==> src/rtl/inst_pkg.sv <==
// Shared types for the instruction dispatcher: instruction layout, config
// payloads split out of a 160-bit instruction, and the dispatcher state.
package inst_pkg;

  localparam int unsigned INST_LEN  = 160;
  localparam int unsigned ILC_CFG_W = 60;
  localparam int unsigned W2C_CFG_W = 77;
  localparam int unsigned ILC_LSB   = 0;
  localparam int unsigned W2C_LSB   = 60;

  // Instruction bits 59:0, MSB first
  typedef struct packed {
    logic        ilc_tofifo;      // 59
    logic        ilc_fromfifo;    // 58
    logic [7:0]  bsr_buffermux;   // 57:50
    logic [3:0]  bsr_iszero;      // 49:46
    logic [8:0]  ilc_linelen;     // 45:37
    logic        ilc_ispad;       // 36
    logic [35:0] ilc_st_addr;     // 35:0
  } ilc_cfg_t;

  // Instruction bits 136:60, MSB first
  typedef struct packed {
    logic [4:0]  bias_shift;      // 136:132
    logic [6:0]  bias_addr;       // 131:125
    logic        is_bb;           // 124
    logic [1:0]  w2c_valid_mac;   // 123:122
    logic [4:0]  w2c_shift_len;   // 121:117
    logic [8:0]  wb_st_rd_addr;   // 116:108
    logic        pooled_type;     // 107
    logic        w2c_pooled;      // 106
    logic [8:0]  w2c_linelen;     // 105:97
    logic [35:0] w2c_st_addr;     // 96:61
    logic        is_w2c_back;     // 60
  } w2c_cfg_t;

  typedef enum logic [2:0] {
    IDLE,
    FETCH,
    ISSUE_ILC,
    WAIT_ILC,
    ISSUE_W2C,
    WAIT_W2C,
    HALT
  } state_t;

  function automatic ilc_cfg_t get_ilc_cfg(input logic [INST_LEN-1:0] inst);
    return ilc_cfg_t'(inst[ILC_LSB +: ILC_CFG_W]);
  endfunction

  function automatic w2c_cfg_t get_w2c_cfg(input logic [INST_LEN-1:0] inst);
    return w2c_cfg_t'(inst[W2C_LSB +: W2C_CFG_W]);
  endfunction

endpackage

==> src/rtl/dispatch_watchdog.sv <==
// Per-phase watchdog: counts cycles while run is high, clears otherwise,
// flags expiry on the TIMEOUT-th consecutive cycle. TIMEOUT=0 disables it.
module dispatch_watchdog #(
  parameter int unsigned TIMEOUT = 65535
) (
  input  logic clk,
  input  logic rst,
  input  logic run,
  output logic expire_c,
  output logic err_timeout
);

  localparam int unsigned WD_W = (TIMEOUT < 2) ? 1 : $clog2(TIMEOUT);
  localparam logic [WD_W-1:0] LAST = WD_W'((TIMEOUT == 0) ? 0 : TIMEOUT - 1);

  logic [WD_W-1:0] cnt_q;

  assign expire_c = (TIMEOUT != 0) && run && (cnt_q == LAST);

  // Counter restarts whenever the dispatcher is not waiting; the error is sticky
  always_ff @(posedge clk) begin
    if (rst) begin
      cnt_q       <= '0;
      err_timeout <= 1'b0;
    end else begin
      cnt_q <= run ? cnt_q + WD_W'(1) : '0;
      if (expire_c) begin
        err_timeout <= 1'b1;
      end
    end
  end

endmodule

==> src/rtl/inst_dispatch.sv <==
// Instruction dispatcher: pops instructions from a show-ahead FIFO and runs
// the ILC and optional W2C start/done handshakes for each one.
module inst_dispatch
  import inst_pkg::*;
#(
  parameter int unsigned CNT_W   = 16,
  parameter int unsigned TIMEOUT = 65535
) (
  input  logic                 clk,
  input  logic                 rst,
  input  logic                 start,
  input  logic [INST_LEN-1:0]  instruct,
  input  logic                 inst_empty,
  output logic                 inst_req,
  output logic [ILC_CFG_W-1:0] ilc_cfg,
  output logic                 ilc_start,
  input  logic                 ilc_done,
  output logic [W2C_CFG_W-1:0] w2c_cfg,
  output logic                 w2c_start,
  input  logic                 w2c_done,
  output logic                 busy,
  output logic                 run_done,
  output logic                 err_timeout,
  output logic [CNT_W-1:0]     inst_count
);

  state_t           state_q, state_d;
  ilc_cfg_t         ilc_cfg_q;
  w2c_cfg_t         w2c_cfg_q;
  logic [CNT_W-1:0] cnt_q, cnt_d;
  logic             ilc_start_q, w2c_start_q, busy_q;
  logic             pop_c, run_done_c;
  logic             wd_run, wd_expire;
  logic             unused_reserved;

  // Reserved instruction bits are neither forwarded nor checked
  assign unused_reserved = ^instruct[INST_LEN-1:W2C_LSB+W2C_CFG_W];

  // Watchdog runs only while a WAIT state is still waiting for its done
  assign wd_run = ((state_q == WAIT_ILC) && !ilc_done) ||
                  ((state_q == WAIT_W2C) && !w2c_done);

  dispatch_watchdog #(
    .TIMEOUT     (TIMEOUT)
  ) u_watchdog (
    .clk         (clk),
    .rst         (rst),
    .run         (wd_run),
    .expire_c    (wd_expire),
    .err_timeout (err_timeout)
  );

  // Next-state and strobe decode
  always_comb begin
    state_d    = state_q;
    cnt_d      = cnt_q;
    pop_c      = 1'b0;
    run_done_c = 1'b0;
    case (state_q)
      IDLE: begin
        if (start) begin
          cnt_d   = '0;
          state_d = FETCH;
        end
      end
      FETCH: begin
        if (!inst_empty) begin
          pop_c   = 1'b1;
          state_d = ISSUE_ILC;
        end else begin
          run_done_c = 1'b1;
          state_d    = IDLE;
        end
      end
      ISSUE_ILC: state_d = WAIT_ILC;
      WAIT_ILC: begin
        if (ilc_done) begin
          if (w2c_cfg_q.is_w2c_back) begin
            state_d = ISSUE_W2C;
          end else begin
            cnt_d   = cnt_q + CNT_W'(1);
            state_d = FETCH;
          end
        end else if (wd_expire) begin
          state_d = HALT;
        end
      end
      ISSUE_W2C: state_d = WAIT_W2C;
      WAIT_W2C: begin
        if (w2c_done) begin
          cnt_d   = cnt_q + CNT_W'(1);
          state_d = FETCH;
        end else if (wd_expire) begin
          state_d = HALT;
        end
      end
      HALT:    state_d = HALT;
      default: state_d = IDLE;
    endcase
  end

  // State, config latches and registered strobes
  always_ff @(posedge clk) begin
    if (rst) begin
      state_q     <= IDLE;
      ilc_cfg_q   <= '0;
      w2c_cfg_q   <= '0;
      cnt_q       <= '0;
      ilc_start_q <= 1'b0;
      w2c_start_q <= 1'b0;
      busy_q      <= 1'b0;
    end else begin
      state_q     <= state_d;
      cnt_q       <= cnt_d;
      ilc_start_q <= (state_d == ISSUE_ILC);
      w2c_start_q <= (state_d == ISSUE_W2C);
      busy_q      <= (state_d != IDLE);
      if (pop_c) begin
        ilc_cfg_q <= get_ilc_cfg(instruct);
        w2c_cfg_q <= get_w2c_cfg(instruct);
      end
    end
  end

  assign inst_req   = pop_c;
  assign run_done   = run_done_c;
  assign ilc_cfg    = ilc_cfg_q;
  assign w2c_cfg    = w2c_cfg_q;
  assign ilc_start  = ilc_start_q;
  assign w2c_start  = w2c_start_q;
  assign busy       = busy_q;
  assign inst_count = cnt_q;

endmodule

==> config.mk <==
export PLATFORM = sky130hd
export DESIGN_NAME = inst_dispatch
export DESIGN_NICKNAME = d
export VERILOG_FILES = /design/src/rtl/inst_pkg.sv /design/src/rtl/dispatch_watchdog.sv /design/src/rtl/inst_dispatch.sv
export SDC_FILE = /design/constraint.sdc
export NUM_CORES = 1
export LEC_CHECK = 0
export CAP_MARGIN = 40
export CORE_MARGIN = 3
export CORE_UTILIZATION = 35
export CTS_CLUSTER_SIZE = 20
export DETAILED_ROUTE_END_ITERATION = 6
export DONT_BUFFER_PORTS = 1
export HOLD_SLACK_MARGIN = 0.02
export MAX_ROUTING_LAYER = met4
export PLACE_DENSITY_LB_ADDON = 0.3
export SYNTH_ARGS = -nofsm -noshare
export SYNTH_HDL_FRONTEND = slang
export SYNTH_SLANG_ARGS = --single-unit
==> constraint.sdc <==
create_clock -name clk -period 3.8 [get_ports clk]
set_input_delay 0.76 -clock clk [delete_from_list [all_inputs] [get_ports clk]]
set_output_delay 0.76 -clock clk [all_outputs]
set_load 0.005 [all_outputs]
Word-level counts from Yosys, hierarchy flattened. Index checks and enable logic that the tools add are counted.

Bitwise operators: 1. Mux-type cells: 16. Add/sub/neg operators: 2. Equality and inequality tests: 13. Reduce and logical (&&, ||, !) cells: 11.

Operators by type and width (number): $mux 16 (4); $pmux 16 s3 (1); $add 16x1->16 const B (2); $pmux 3 s7 (1); $eq 16x16->1 const B (1); $mux 3 (5); $eq 3x3->1 const B (4); $eq 3x2->1 const B (3); $ne 2x2->1 const B (4); $reduce_bool 3->1 (2); $reduce_and 5->1 (1); $mux 1 (4); $eq 3x1->1 const B (1); $logic_and 1x1->1 (3); $logic_not 3->1 (1); $logic_not 1->1 (2); $mux 2 (1); $reduce_or 2->1 (1); $logic_or 1x1->1 (1); $not 1->1 (1).

Output and inout bits: 159. Bits of input ports: 166. Bits in registers: 176. Logic and storage cells: 68.

Logic depth before layout (Yosys ltp). Gate-level depths: netlist of the first run.

Depth after elaboration: 8. Mapped depth: 8. Gate-level depth less buffers: 6.

By module. From an unflattened synthesis of the first run, not the netlist that was laid out.

Cell total of the unflattened synthesis: 815. Area total of the unflattened synthesis: 6596.3 µm².

By module, submodules not included: inst_dispatch (cells an instance 730, area each 5854.4 µm², times used 1); dispatch_watchdog (cells an instance 85, area each 742.0 µm², times used 1).

Worst setup path after synthesis of the first run. OpenSTA, ideal clock, no wires.

Kind: in2out. From: input port inst_empty. To: output port inst_req. Slack: 1.646 ns. Buffers on the path: 1. Data arrival time: 1.394 ns. Cell stages on the path: 3. Path through: or3_1 -> inv_2 -> buf_2.

Longest elaborated chain between the ends: 2.

Ends and longest elaborated chain: start: declaration (RTL line inst_dispatch.sv:13) `input logic inst_empty,`; $mux 1 (RTL line inst_dispatch.sv:67) `if (!inst_empty) begin`; $mux 1 (RTL line inst_dispatch.sv:59) `case (state_q)`; end: declaration (RTL line inst_dispatch.sv:14) `output logic inst_req,`.

Every way passes these cells.

Worst setup path after layout of the first run.
From: register state_q[0]. To: output port inst_req.

Longest elaborated chain between the ends: 2.

Ends and longest elaborated chain: start: declaration (RTL line inst_dispatch.sv:27) `state_t state_q, state_d;`; start signal: assignment (RTL line inst_dispatch.sv:113) `state_q <= state_d;`; $eq 3x1->1 (RTL line inst_dispatch.sv:59); $mux 1 (RTL line inst_dispatch.sv:59).

Every way passes these cells.

==> results.txt, run 1 <==
1st-iter DRT viols: 286
All-Layer GR Usage: 15.55%
Nets: 961
Area leader, netlist: dfxtp_1
PostCTS Resize Cnt: 0
Vias: 5,344
DR vias/cell: 5.168
# port buffers: 0
Synth cell types: 45
Yosys reg bits: 176
CTS H-tree lvls: 4
Multi-input logic area: 2794 µm²
First element of the critical path: state_q[0]$_SDFF_PP0_
Clock root buffer master: clkbuf_16
Hold Path Class: in2reg
Critical R2R Launch: state_q[0]$_SDFF_PP0_
Worst vdd ir: 0.2853 mV
Wire length per cell: 16.28 µm
Postcts setup bufs: 0
CTS Buf Count: 17
CP Max Fanout: 12
Area Overhead vs Synth: 9.492%
Clock latency on the worst-skew pair: 0.42 ns
Antenna diodes: 0
Post-Route WL: 16.83 mm
Sink Count: 176
Critical setup path kind: reg2out
Vias in the first global route: 4,904
Outcome: completed
Core area: 18,270 µm²
Clock transition at path regs: 0.07 ns
Initial antenna violation count: 0
YS warnings: 0
EDFF count, synth: 0
Total Die Area: 20,630 µm²
Max incr delay on CP: 0.58 ns
Layout Skew: 0.01324 ns
Largest net degree at the start of global routing: 143
Synthesized area: 6630 µm²
Worst path slowest cell: dfxtp_1
DP Wirelength: 11.60 mm
Post-CTS Hold Buffers: 0
Max-Cap Viols: 0
Proportion of layout cells with a drive suffix above 1: 5.342%
Unrepaired setup endpoints after global routing: false
TritonRoute pass-1 iters: 4
Rows: 49
Avg Synthesized Cell Area: 8.036 µm²
Antenna-violating nets left: 0
FILL cells: 1,905
Worst Hold End: w2c_cfg[1]$_SDFFE_PP0P_
Cells on Worst Hold Path: 1
Worst hold start: rst
Crit path cell chain: nand2b_4 -> or3_4 -> inv_4
Final hold vios: 0
GR Overflow Total: 0
Top post-synthesis cells by area: dfxtp_1 (53%), nand2_1 (17%), a21oi_1 (11%)
DIE WIDTH: 143.6 µm
CP Capture Type: output port
Final Util: 39.73%
Arr. time, crit path: 1.62 ns
Synth top area share: 53.14%
Slew @ Worst Pin: 0.8011 ns
Syn Nets: 994
Fin Setup TNS: 0 ns
Slew Viols, Final: 0
Crit share post-route: 62.72%
Final Setup Violations: 0
Chip height: 143.6 µm
Rel. slew slack: 46.59%
LEAKAGE: 2.333 nW
Async S/R FF share, synth: 0%
Period minus WS final: 2.383 ns
R2r setup slk: 1.68 ns
Drc violations: 0
Reg2Reg Depth: 6
CTS Buffer Depth: 2
Peak Freq: 419.6 MHz
Starting density of the core: 36.29%
R2r endpoint: w2c_cfg[74]$_SDFFE_PP0P_
Global-route wire length before repair: 25.21 mm
Sequential cell area fraction in the yosys report: 53.14%
Num ports: 325
Register area: 3523 µm²
Req. time, crit path: 3.04 ns
Mapped Cells: 825
Final Wtd Congestion: 0.7920
Pwr Density: 539.6 nW/µm²
CTS tree: yes
Critical Path Start Type: flop
Post-synth top flop: dfxtp_1
## critical path, delay by kind of cell, from the launching register on
kind	cells	cell delay, ns
buffers and inverters	1	0.12
flip-flops	1	0.58
AND/OR/NAND/NOR	2	0.50
## cell usage after synthesis (all sizes together), types with 4 or more instances
library cell	number
nand2	292
dfxtp	176
a21oi	152
clkbuf	33
buf	24
nor2	22
nand3	10
nand4	9
o31ai	9
or4	9
inv	8
or3	8
xnor2	8
nor3	7
nor4	7
o21ai	7
xor2	5
and4	4
nor2b	4
nor3b	4
## kinds of logic after synthesis
group                    count (synthesis)  synth area share, %
AO/OA/AOI/OAI                          178                14.30
flip-flops                             176                53.14
XOR/XNOR                                13                1.717
adder cells (fa/ha/maj)                  3               0.5662
AND/OR/NAND/NOR                        389                25.31
multiplexers                             1               0.1698
buffers and inverters                   65                4.793
## report_power, final
| group | leakage (nW) | switching, mW | internal, mW | total (mW) |
|---|---|---|---|---|
| combinational | 0.629 | 0.147 | 0.0741 | 0.222 |
| clock | 0.278 | 0.777 | 0.925 | 1.70 |
| sequential | 1.43 | 0.0709 | 1.92 | 1.99 |
| total | 2.33 | 0.996 | 2.92 | 3.92 |
## per-stage QoR
| stage | cells | total power [mW] | area, µm² | setup slack [ns] | hold slack [ns] |
|---|---|---|---|---|---|
| final | 1034 | 3.917 | 7259 | 1.417 | 0.4118 |
| after global routing | 1034 | 4.100 | 7259 | 1.329 | 0.3821 |
| after CTS | 1034 | 3.988 | 7259 | 1.399 | 0.3868 |
| after detailed placement | 1002 | 2.263 | 6686 | 1.565 | 0.4619 |
| after global placement | 1002 | 2.256 | 6686 | 1.591 | 0.4577 |
| after floorplan | 825 | 2.230 | 6630 | 1.646 | 0.4484 |
## state kept, by name, indices dropped and copies added, names as in the netlist
signal / flops
w2c_start: 1
w2c_cfg: 77
ilc_start: 1
u_watchdog.err_timeout: 1
u_watchdog.cnt_q: 16
ilc_cfg: 60
state_q: 3
busy: 1
inst_count: 16
## cell type report
type / count / share of cell area (%)
sequential: 176 / 48.54
multi-input combinational: 584 / 38.49
clock buffer: 17 / 5.860
tap: 229 / 3.947
clock inverter: 15 / 2.034
timing repair buffer: 5 / 0.6894
inverter: 8 / 0.4481
## cells in the final DEF (no fill, tap or decap), types with 2 or more instances in the layout
| cell | n |
|---|---|
| nor4_1 | 7 |
| and4_1 | 4 |
| xor2_1 | 5 |
| or3_1 | 7 |
| dfxtp_1 | 176 |
| ha_1 | 3 |
| o31ai_1 | 9 |
| nand4_1 | 9 |
| xnor2_1 | 8 |
| nor3_1 | 7 |
| inv_8 | 4 |
| clkinv_2 | 3 |
| a21oi_1 | 152 |
| nand2_1 | 292 |
| nor2b_1 | 4 |
| o21a_1 | 3 |
| nand3_1 | 10 |
| buf_4 | 4 |
| inv_1 | 7 |
| o21ai_0 | 2 |
| and3_1 | 3 |
| clkbuf_16 | 17 |
| nand2b_1 | 2 |
| o21ai_1 | 5 |
| clkinvlp_4 | 3 |
| nor2_1 | 22 |
| inv_6 | 4 |
| or4_1 | 9 |
| nor3b_1 | 4 |
## worst max path at each step
stage / slack, ns / endpoint
detailed placement: 1.56 / inst_count[14]$_SDFFE_PP0P_
floorplan: 1.65 / inst_req
global route: 1.33 / inst_req
global placement: 1.59 / w2c_cfg[51]$_SDFFE_PP0P_
CTS: 1.40 / inst_req
finish: 1.42 / inst_req
## per-layer routing
layer	wire length, µm	vias to the layer above	global-route usage (%)
met5	0	-	-
met4	321	0	5.600
met3	1488	22	5.258
met2	8131	209	24.78
met1	6888	2429	18.34
li1	-	2684	-
Note: power is estimated with default switching activity, not from simulation.
==> inputs of run 2 (changes only) <==
==> constraint.sdc (replaced) <==
create_clock -name clk -period 2.2 [get_ports clk]
set_input_delay 0.44 -clock clk [delete_from_list [all_inputs] [get_ports clk]]
set_output_delay 0.44 -clock clk [all_outputs]
set_load 0.005 [all_outputs]
==> results.txt, run 2 (synthesis gave the netlist of run 1 again) <==
Outcome: completed
Initial antenna violation count: 0
Post-layout instance area: 7396 µm²
Placed Area: 6777 µm²
DIE WIDTH: 143.6 µm
1st-iter DRT viols: 431
CP Capture Type: output port
Core area: 18,270 µm²
CTS Buf Count: 17
Post-CTS Hold Buffers: 0
LEAKAGE: 2.388 nW
Design Power: 6.966 mW
Layout Skew: 0.007376 ns
Final hold vios: 0
GR Overflow Total: 0
Clock root buffer master: clkbuf_16
Arr. time, crit path: 1.67 ns
Global-route wire length before repair: 25.06 mm
Drc violations: 0
Final Setup Violations: 0
Final Wtd Congestion: 0.7682
Starting density of the core: 36.29%
Setup slack after layout: 0.08551 ns
Slew Viols, Final: 0
FILL cells: 1,885
Period minus WS final: 2.114 ns
Largest net degree at the start of global routing: 143
Nets: 968
Antenna-violating nets left: 0
Sink Count: 176
Most frequent cells in the layout: nand2_1 (292), dfxtp_1 (173), a21oi_1 (152)
CTS tree: yes
Chip height: 143.6 µm
Peak Freq: 472.9 MHz
Worst vdd ir: 0.4931 mV
Most common cell after layout, fill and taps aside: nand2_1
Hold Path Class: in2reg
Num ports: 325
All-Layer GR Usage: 15.62%
TritonRoute pass-1 iters: 7
Critical Path Start Type: flop
Max reg flops: 77
Pwr Density: 941.9 nW/µm²
Clock transition at path regs: 0.07 ns
Vias: 5,405
Dpl ws: 0.2910 ns
Crit share post-route: 96.11%
CP Max Fanout: 19
Wire length per cell: 16.39 µm
Final Util: 40.48%
Area Overhead vs Synth: 11.55%
DR vias/cell: 5.192
Critical setup path kind: reg2out
Antenna diodes: 0
Max-Cap Viols: 0
Rows: 49
Slew @ Worst Pin: 0.7581 ns
DP Wirelength: 11.62 mm
Proportion of layout cells with a drive suffix above 1: 6.527%
Clock latency on the worst-skew pair: 0.42 ns
Unrepaired setup endpoints after global routing: false
Fin Setup TNS: 0 ns
CTS H-tree lvls: 4
Rel. slew slack: 49.46%
Vias in the first global route: 4,785
Post-Route WL: 17.06 mm
# port buffers: 0
Req. time, crit path: 1.76 ns
CTS Buffer Depth: 2
Total Die Area: 20,630 µm²
## run 2: cell count changes in the layout (fill, tap and decap cells not counted), sizes merged
cell      before  now
buf            5   12
clkinv         3    0
clkinvlp       3    5
bufinv         1    2
clkbuf        17   18
inv           16   15
## run 2: report_power, final
group          total [mW]  internal, mW  switching (mW)
clock                3.11          1.75            1.36
combinational       0.413         0.149           0.264
sequential           3.44          3.32           0.123
total                6.97          5.22            1.75
## run 2: layout make-up
type | count | area (µm²) | share of cell area, %
Timing Repair Buffer | 12 | 140.1 | 1.895
Inverter | 8 | 35.03 | 0.4737
Clock buffer | 18 | 439.2 | 5.938
Clock inverter | 14 | 171.4 | 2.318
Tap cell | 229 | 286.5 | 3.874
Multi-Input combinational cell | 584 | 2794 | 37.78
Sequential cell | 176 | 3530 | 47.72
## run 2: path summary, 6_finish.rpt
path,start,end,slack [ns],cells past startpoint
max,state_q[2]$_SDFF_PP0_,inst_req,0.09,4
min,rst,w2c_cfg[0]$_SDFFE_PP0P_,0.09,1
max reg2reg,state_q[2]$_SDFF_PP0_,ilc_cfg[14]$_SDFFE_PP0P_,0.43,5
min reg2reg,w2c_cfg[70]$_SDFFE_PP0P_,w2c_cfg[70]$_SDFFE_PP0P_,0.47,2
## run 2: worst max-delay path: stages, from the launching register on
cell	delay [ns]
dfxtp_2	0.38
nand2b_4	0.17
or3_4	0.37
inv_6	0.13
buf_12	0.18
## run 2: layer usage
layer	global-route usage, %	part of all wire [%]
met1	18.94	42
met2	24.37	48
met3	5.025	9.0
met4	5.847	1.5
met5	-	0
## run 2: through the flow
stage / instances / hold WS, ns
floorplan: 825 / 0.4484
global placement: 1009 / 0.4579
detailed placement: 1009 / 0.4622
CTS: 1041 / 0.06644
global route: 1041 / 0.05879
finish: 1041 / 0.08774
## run 2: timing repair
action | CTS | global route
pin swaps | 0 | 0
setup endpoints to repair | 1 | 1
setup buffers | 0 | 0
resized for setup | 2 | 3
==> inputs of run 3 (changes only) <==
--- a/config.mk
+++ b/config.mk
@@ -14,6 +14,7 @@
 export HOLD_SLACK_MARGIN = 0.02
 export MAX_ROUTING_LAYER = met4
 export PLACE_DENSITY_LB_ADDON = 0.3
+export SETUP_SLACK_MARGIN = 0.5
 export SYNTH_ARGS = -nofsm -noshare
 export SYNTH_HDL_FRONTEND = slang
 export SYNTH_SLANG_ARGS = --single-unit
==> results.txt, run 3 (synthesis gave the netlist of run 1 again) <==
Crit share post-route: 86.66%
Largest net degree at the start of global routing: 143
Post-layout instance area: 8083 µm²
R2r setup slk: 0.37 ns
Worst vdd ir: 0.4977 mV
Antenna diodes: 0
DR vias/cell: 5.310
R2r endpoint: inst_count[9]$_SDFFE_PP0P_
Max-Cap Viols: 0
Global Route met2 Usage: 26.68%
Outcome: completed
Max incr delay on CP: 0.37 ns
CP Max Fanout: 5
DP Wirelength: 11.62 mm
GR Overflow Total: 0
Peak Freq: 524.5 MHz
Fin Setup TNS: 0 ns
CTS tree: yes
TritonRoute pass-1 iters: 5
Comb power frac: 9.5%
Final Setup Violations: 0
CP Capture Type: output port
Period minus WS final: 1.906 ns
Vias: 5,698
1st-iter DRT viols: 333
Clock root buffer master: clkbuf_16
Rows: 49
Req. time, crit path: 1.76 ns
Num ports: 325
Clk pwr share: 43.2%
Hold Path Class: in2reg
Worst hold slack: 0.07371 ns
Antenna-violating nets left: 0
Nets: 1,000
Post-CTS Hold Buffers: 0
All-Layer GR Usage: 16.78%
Core area: 18,270 µm²
Max reg flops: 77
Placed cells: 1,009
Critical R2R Launch: state_q[2]$_SDFF_PP0_
Most common cell after layout, fill and taps aside: nand2_1
Cells on Worst Hold Path: 1
Sink Count: 176
Critical Path Start Type: flop
M1 GR Usage: 20.02%
Proportion of layout cells with a drive suffix above 1: 12.91%
Worst Hold End: inst_count[0]$_SDFFE_PP0P_
Slew @ Worst Pin: 0.4537 ns
Area Overhead vs Synth: 21.91%
Vias in the first global route: 5,028
CTS Buffer Depth: 2
# port buffers: 0
Total Die Area: 20,630 µm²
Starting density of the core: 36.29%
Seq pwr share: 47.4%
Switching Fraction: 25.64%
LEAKAGE: 2.694 nW
Reg2Reg Depth: 7
Arr. time, crit path: 1.47 ns
Most used routing layer: met2
Final hold vios: 0
DIE WIDTH: 143.6 µm
Initial antenna violation count: 0
Final Wtd Congestion: 0.7682
Design Power: 7.244 mW
Wire length per cell: 18.48 µm
Pwr Density: 896.2 nW/µm²
Non-filler cells, final: 1,073
Most frequent cells in the layout: nand2_1 (290), dfxtp_1 (171), a21oi_1 (145)
Pint: 5.387 mW
Drc violations: 0
Chip height: 143.6 µm
Clock latency on the worst-skew pair: 0.42 ns
Global-route wire length before repair: 26.61 mm
Slew Viols, Final: 0
GR Util met3: 5.225%
Post-Route WL: 19.83 mm
Worst path slowest cell: or3_4
Unrepaired setup endpoints after global routing: true
Crit path cell chain: nand2b_4 -> or3_4 -> inv_8 -> buf_12
Switch Pwr: 1.857 mW
CTS H-tree lvls: 4
Worst hold start: rst
Placed Area: 6777 µm²
CTS Buf Count: 17
Layout Skew: 0.008100 ns
Clock transition at path regs: 0.07 ns
Rel. slew slack: 69.44%
Critical setup path kind: reg2out
run 3: final cells by class:
class,instances,area (µm²)
inverters,8,37.54
well taps,229,286.5
multi-input cells,584,2918
clock inverters,14,171.4
fillers,1837,10190
repair buffers,44,693.2
flip-flops and latches,176,3537
clock buffers,18,439.2
run 3: what timing repair did:
| action | CTS | global route |
|---|---|---|
| buffers inserted | 15 | 1 |
| pin swaps | 6 | 9 |
| cloned | 7 | 9 |
| resized for setup | 31 | 22 |
| setup endpoints to repair | 172 | 167 |
run 3: stage by stage:
| step | utilization [%] | setup slack (ns) |
|---|---|---|
| 2_1_floorplan | - | 0.5694 |
| 3_3_place_gp | 37.09 | 0.3134 |
| 3_5_place_dp | 37.09 | 0.2910 |
| 4_1_cts | 42.50 | 0.2344 |
| 5_1_grt | 44.24 | 0.2487 |
| 6_report | 44.24 | 0.2935 |
run 3: routing by layer:
layer | share of wire (%) | up-vias | wire [µm]
met2 | 48 | 279 | 9446
met1 | 41 | 2628 | 8145
met3 | 9.4 | 30 | 1870
li1 | - | 2761 | -
met5 | 0 | - | 0
met4 | 1.8 | 0 | 365
run 3: worst max-delay path by stage:
stage	start	end	slack, ns
after floorplan	state_q[2]$_SDFF_PP0_	inst_req	0.57
after global placement	state_q[1]$_SDFF_PP0_	inst_count[7]$_SDFFE_PP0P_	0.31
after detailed placement	state_q[0]$_SDFF_PP0_	ilc_start$_SDFF_PP0_	0.29
after CTS	state_q[2]$_SDFF_PP0_	inst_req	0.23
after global routing	state_q[2]$_SDFF_PP0_	inst_req	0.25
final	state_q[2]$_SDFF_PP0_	inst_req	0.29
run 3: power by group through the flow:
stage | clock, mW | sequential [mW] | combinational [mW]
after floorplan | 0 | 3.47 | 0.384
after global placement | 0 | 3.52 | 0.406
after detailed placement | 0 | 3.52 | 0.416
after CTS | 3.20 | 3.43 | 0.575
after global routing | 3.36 | 3.45 | 0.744
final | 3.13 | 3.43 | 0.686
run 3: worst max-delay path, delay by kind of cell, from the launching register on:
family        cells  cell delay [ns]
simple gates      2             0.50
flops             1             0.34
buf+inv           2             0.19
